$ cat src/rtl/uart_tx_fifo.sv
// Buffered 8N1 UART transmitter: bus writes land in a circular FIFO and are
// serialised LSB first on tx, with a per-frame latched baud prescaler.
module uart_tx_fifo #(
  parameter int FIFO_DEPTH = 16,
  parameter int STOP_BITS  = 1
) (
  input  logic                          HCLK,
  input  logic                          HRESETn,
  input  logic                          en,
  input  logic [15:0]                   prescale,
  input  logic [7:0]                    wdata,
  input  logic                          wr,
  input  logic                          ovf_clr,
  output logic                          tx,
  output logic                          busy,
  output logic                          full,
  output logic                          empty,
  output logic [$clog2(FIFO_DEPTH):0]   level,
  output logic                          ovf,
  output logic                          tx_done,
  output logic [1:0]                    state_dbg
);

  localparam int AW = $clog2(FIFO_DEPTH);
  localparam logic STOP_LAST = (STOP_BITS == 2);

  typedef enum logic [1:0] {
    IDLE  = 2'd0,
    START = 2'd1,
    DATA  = 2'd2,
    STOP  = 2'd3
  } state_t;

  state_t       state_q, state_d;
  logic [7:0]   mem [FIFO_DEPTH];
  logic [AW:0]  wr_ptr, rd_ptr;
  logic         push, drop, pop;

  logic [15:0]  psc_q, psc_d;
  logic [15:0]  cnt_q, cnt_d;
  logic [7:0]   shift_q, shift_d;
  logic [2:0]   idx_q, idx_d;
  logic         stop_q, stop_d;
  logic         tx_q, tx_d;
  logic         done_q, done_d;
  logic         ovf_q;
  logic         tick;

  // Write port: wr is a one-cycle request with no back-pressure. It is taken
  // when full (registered) is low at that edge; otherwise the byte is dropped
  // and the sticky ovf flag records the loss.
  assign full  = (wr_ptr[AW] != rd_ptr[AW]) && (wr_ptr[AW-1:0] == rd_ptr[AW-1:0]);
  assign empty = (wr_ptr == rd_ptr);
  assign level = wr_ptr - rd_ptr;
  assign push  = wr & ~full;
  assign drop  = wr & full;

  always_ff @(posedge HCLK) begin
    if (push) begin
      mem[wr_ptr[AW-1:0]] <= wdata;
    end
  end

  always_ff @(posedge HCLK or negedge HRESETn) begin
    if (!HRESETn) begin
      wr_ptr <= '0;
      rd_ptr <= '0;
      ovf_q  <= 1'b0;
    end else begin
      if (push) wr_ptr <= wr_ptr + 1'b1;
      if (pop)  rd_ptr <= rd_ptr + 1'b1;
      if (drop)         ovf_q <= 1'b1;
      else if (ovf_clr) ovf_q <= 1'b0;
    end
  end

  assign tick = (cnt_q == 16'd0);

  always_comb begin
    state_d = state_q;
    psc_d   = psc_q;
    cnt_d   = cnt_q;
    shift_d = shift_q;
    idx_d   = idx_q;
    stop_d  = stop_q;
    done_d  = 1'b0;
    pop     = 1'b0;
    tx_d    = 1'b1;

    case (state_q)
      IDLE: begin
        if (en && !empty) begin
          pop     = 1'b1;
          shift_d = mem[rd_ptr[AW-1:0]];
          psc_d   = prescale;
          cnt_d   = prescale;
          state_d = START;
        end
      end
      START: begin
        if (tick) begin
          cnt_d   = psc_q;
          idx_d   = 3'd0;
          state_d = DATA;
        end else begin
          cnt_d = cnt_q - 16'd1;
        end
      end
      DATA: begin
        if (tick) begin
          cnt_d   = psc_q;
          shift_d = shift_q >> 1;
          idx_d   = idx_q + 3'd1;
          if (idx_q == 3'd7) begin
            stop_d  = 1'b0;
            state_d = STOP;
          end
        end else begin
          cnt_d = cnt_q - 16'd1;
        end
      end
      STOP: begin
        if (tick) begin
          cnt_d = psc_q;
          if (stop_q == STOP_LAST) begin
            done_d  = 1'b1;
            state_d = IDLE;
          end else begin
            stop_d = 1'b1;
          end
        end else begin
          cnt_d = cnt_q - 16'd1;
        end
      end
      default: state_d = IDLE;
    endcase

    // Line level follows the state being entered so tx comes straight off a flop.
    case (state_d)
      START:   tx_d = 1'b0;
      DATA:    tx_d = shift_d[0];
      default: tx_d = 1'b1;
    endcase
  end

  always_ff @(posedge HCLK or negedge HRESETn) begin
    if (!HRESETn) begin
      state_q <= IDLE;
      psc_q   <= '0;
      cnt_q   <= '0;
      shift_q <= '0;
      idx_q   <= '0;
      stop_q  <= 1'b0;
      tx_q    <= 1'b1;
      done_q  <= 1'b0;
    end else begin
      state_q <= state_d;
      psc_q   <= psc_d;
      cnt_q   <= cnt_d;
      shift_q <= shift_d;
      idx_q   <= idx_d;
      stop_q  <= stop_d;
      tx_q    <= tx_d;
      done_q  <= done_d;
    end
  end

  assign tx        = tx_q;
  assign tx_done   = done_q;
  assign ovf       = ovf_q;
  assign busy      = (state_q != IDLE);
  assign state_dbg = state_q;

endmodule

$ cat config.mk
export PLATFORM = sky130hd
export DESIGN_NAME = uart_tx_fifo
export DESIGN_NICKNAME = d
export VERILOG_FILES = /design/src/rtl/uart_tx_fifo.sv
export SDC_FILE = /design/constraint.sdc
export NUM_CORES = 1
export LEC_CHECK = 0
export CORE_MARGIN = 2
export CORE_UTILIZATION = 60
export DETAILED_ROUTE_END_ITERATION = 10
export PLACE_DENSITY = 0.8
export SLEW_MARGIN = 20
export SYNTH_ARGS = -nofsm -noshare
export SYNTH_HDL_FRONTEND = slang
export SYNTH_SLANG_ARGS = --single-unit
$ cat constraint.sdc
create_clock -name HCLK -period 4.26 [get_ports HCLK]
set_input_delay 0.852 -clock HCLK [delete_from_list [all_inputs] [get_ports HCLK]]
set_output_delay 0.852 -clock HCLK [all_outputs]
set_load 0.01 [all_outputs]
==> summary.md <==
| Metric | Value |
|---|---|
| Cts-stage hold buffer count | `0` |
| Syn Area/Cell | `14.4 µm²` |
| Chip Width | `120 µm` |
| Die height | `120 µm` |
| Final nets | `642` |
| Final antenna-violating net count | `0` |
| CTS Root Buffer Type | `clkbuf_16` |
| HP Class | `in2async` |
| Final worst-path cycle share | `0.881` |
| Initial antenna violation count | `0` |
| FF-to-FF path depth | `8` |
| Area of the core | `13200 µm²` |
| Cell internal pwr | `3.23 mW` |
| R2R Setup Slk | `690 ps` |
| P_leak | `3.39 nW` |
| Synth Instances | `558` |
| Worst EP arrival | `2900 ps` |
| FP Rows | `42` |
| Final setup fails | `0` |
| Crit Path Max Fanout | `17` |
| Filler cell count in the final layout | `862` |
| Synth Warn # | `0` |
| GRT met1 Usage | `0.322` |
| DRC viols | `0` |
| Largest area contributor in the netlist | `edfxtp_1` |
| Share of layout cells above drive strength 1 | `0.140` |
| Clock power share | `0.367` |
| Synth cell types | `54` |
| Max-slew violations | `0` |
| Post-synth top cells | `edfxtp_1 (128), nand2_1 (73), dfrtp_1 (57)` |
| Commonest register cell after synthesis | `edfxtp_1` |
| Crit path cell chain | `inv_2 > ha_1 > a21o_1 > a21oi_1 > xnor2_1 > clkdlybuf4s50_1` |
| Routed vias/inst | `6.25` |
| Total vias in the final route | `4934` |
| WL final | `17900 µm` |
| Area of the multi-input gates | `2580 µm²` |
| Switch share | `0.259` |
| Grt ovf | `0` |
| R2R Path End | `mem[3][5]$_DFFE_PP_` |
| Post-CTS sizing | `0` |
| Setup Skew | `12.0 ps` |
| Asr flop ratio synth | `0.312` |
| Area Growth Syn to Fin | `14.7%` |
| VDD IR max | `0.433 mV` |
| Hpwl dp | `11700 µm` |
| # placed instances | `757` |
| Total GRT Usage | `0.268` |
| Die ar. | `14400 µm²` |
| Longest Clk Path Bufs | `2` |
| Area contributors post-synth | `edfxtp_1 (48%), dfrtp_1 (18%), mux4_2 (8.1%)` |
| Number of synthesized flops with an enable pin | `128` |
| Worst-path clk slew | `70 ps` |
| Post-route insts no fill | `789` |
| Fin Setup TNS | `0 ps` |
| Clk_lat worst skew | `440 ps` |
| Max Clock Freq | `266 MHz` |
| IO Port Bufs | `41` |
| Crit path max-delay cell type | `dfrtp_1` |
| Design Area, Final | `9250 µm²` |
| Antenna diodes | `0` |
| Worst-Margin Slew | `758 ps` |
| Met2 Track Usage GR | `0.473` |
| Net switching power figure | `1.13 mW` |
| Tmin final | `3750 ps` |
| Startpoint Class | `register` |
| Crit end category | `output port` |
| Grt peak-use layer | `met2` |
| H-Tree Depth | `4` |
| Routability cong. | `0.926` |
| First-pass GRT wire length | `28100 µm` |
| Grt met3 use | `0.0499` |
| RSZ-0062 raised after global routing | `no` |
| Starting DRT DRC Count | `624` |
| Yosys top cell area share | `0.477` |
| Endpoints failing hold | `0` |
| Sequential area share after synthesis | `0.657` |
| Clock sinks | `186` |
| Origin of the critical flop-to-flop path | `rd_ptr[1]$_DFFE_PN0P_` |
| WL/cell | `22.6 µm` |
| Outcome | `finished, final reports clean` |
| Flop pwr share | `0.500` |
| TritonCTS clock tree | `yes` |
| Required time of the critical path | `3410 ps` |
| Final core occ | `0.701` |
| Relative slew slack | `0.494` |
| Sequential Area | `5300 µm²` |
| Starting density of the core | `0.611` |
| CTS buffer count | `17` |
| Placed cell area | `8660 µm²` |
| CP peak stage delay | `630 ps` |
| Cell Area, Synth | `8060 µm²` |
| Fin Hold WS | `427 ps` |
| Pre-antenna DRT Iters | `5` |
| Crit path kind | `reg2out` |
| Count leader, synth | `edfxtp_1` |
| Post-synthesis register bit count | `186` |
| Number of global-route vias before repair | `5054` |
| Max_cap viols | `0` |
| # IOs | `42` |
| Pwr per Cell Area | `471 nW/µm²` |
| Synth Net Count | `600` |
| Largest net degree at the start of global routing | `38` |
| Combinational power share | `0.133` |
| Setup repair bufs after CTS | `0` |
[flip-flops by register name, indices dropped and copies added (netlist names), 2 cells and up]
name       flops
cnt_q         16
idx_q          3
mem          128
psc_q         16
rd_ptr         5
shift_q        8
state_dbg      2
wr_ptr         5
[final cells by class]
cell class                 count  share of cell area
sequential                   186               0.573
multi-input combinational    325               0.279
timing repair buffer          53              0.0536
clock buffer                  20              0.0472
tap                          176              0.0238
clock inverter                12              0.0170
inverter                      17             0.00690
[per-stage QoR]
step | setup WS, ps | total power [mW]
2_1_floorplan | 1070 | 2.49
3_3_place_gp | 993 | 2.75
3_5_place_dp | 790 | 2.78
4_1_cts | 526 | 4.38
5_1_grt | 448 | 4.49
6_report | 506 | 4.35
[per-layer routing]
metal,routed length [µm],vias up,part of all wire
met2,9680,199,0.54
met5,0,-,0
met3,899,44,0.050
met4,571,0,0.032
met1,6710,2499,0.38
li1,-,2192,-
[placed cells by master, fill, tap and decap left out, types with 14 or more instances in the layout]
master and n:
xnor2_1 14, inv_1 16, edfxtp_1 128, clkbuf_16 17, nand2_1 73, nor2_1 26, mux4_2 29, dfrtp_1 56
clkdlybuf4s50_1 40, mux2i_1 25, o21ai_0 27
[critical path, delay by kind of cell (launching register included)]
kind / cells / cell delay [ps]
buf+inv: 2 / 890
xor+xnor: 1 / 160
fa+ha+maj: 1 / 380
flops: 1 / 630
compound gates: 2 / 400
[worst max-delay path by stage]
stage | start | slack [ps] | end | cells after the start
after global placement | rd_ptr[1]$_DFFE_PN0P_ | 990 | mem[3][6]$_DFFE_PP_ | 8
after detailed placement | rd_ptr[1]$_DFFE_PN0P_ | 790 | mem[3][5]$_DFFE_PP_ | 8
after global routing | rd_ptr[1]$_DFFE_PN0P_ | 450 | level[3] | 6
after floorplan | rd_ptr[1]$_DFFE_PN0P_ | 1070 | mem[3][0]$_DFFE_PP_ | 10
final | rd_ptr[1]$_DFFE_PN0P_ | 510 | level[3] | 6
after CTS | rd_ptr[1]$_DFFE_PN0P_ | 530 | level[3] | 6
[cells by family after synthesis]
| kind of cell | count (synthesis) | synth area share |
|---|---|---|
| buf+inv | 47 | 0.0236 |
| simple gates | 147 | 0.0866 |
| xor+xnor | 21 | 0.0228 |
| fa+ha+maj | 13 | 0.0211 |
| mux | 59 | 0.119 |
| flops | 186 | 0.657 |
| compound gates | 85 | 0.0698 |
[power by group through the flow]
stage                     Combinational, mW  Sequential, mW  Clock, mW
after floorplan                       0.332            2.16          0
after global placement                0.547            2.20          0
after detailed placement              0.570            2.21          0
after CTS                             0.583            2.17       1.62
after global routing                  0.623            2.19       1.68
final                                 0.581            2.18       1.60
No activity file was read; power rests on OpenSTA's default activity.
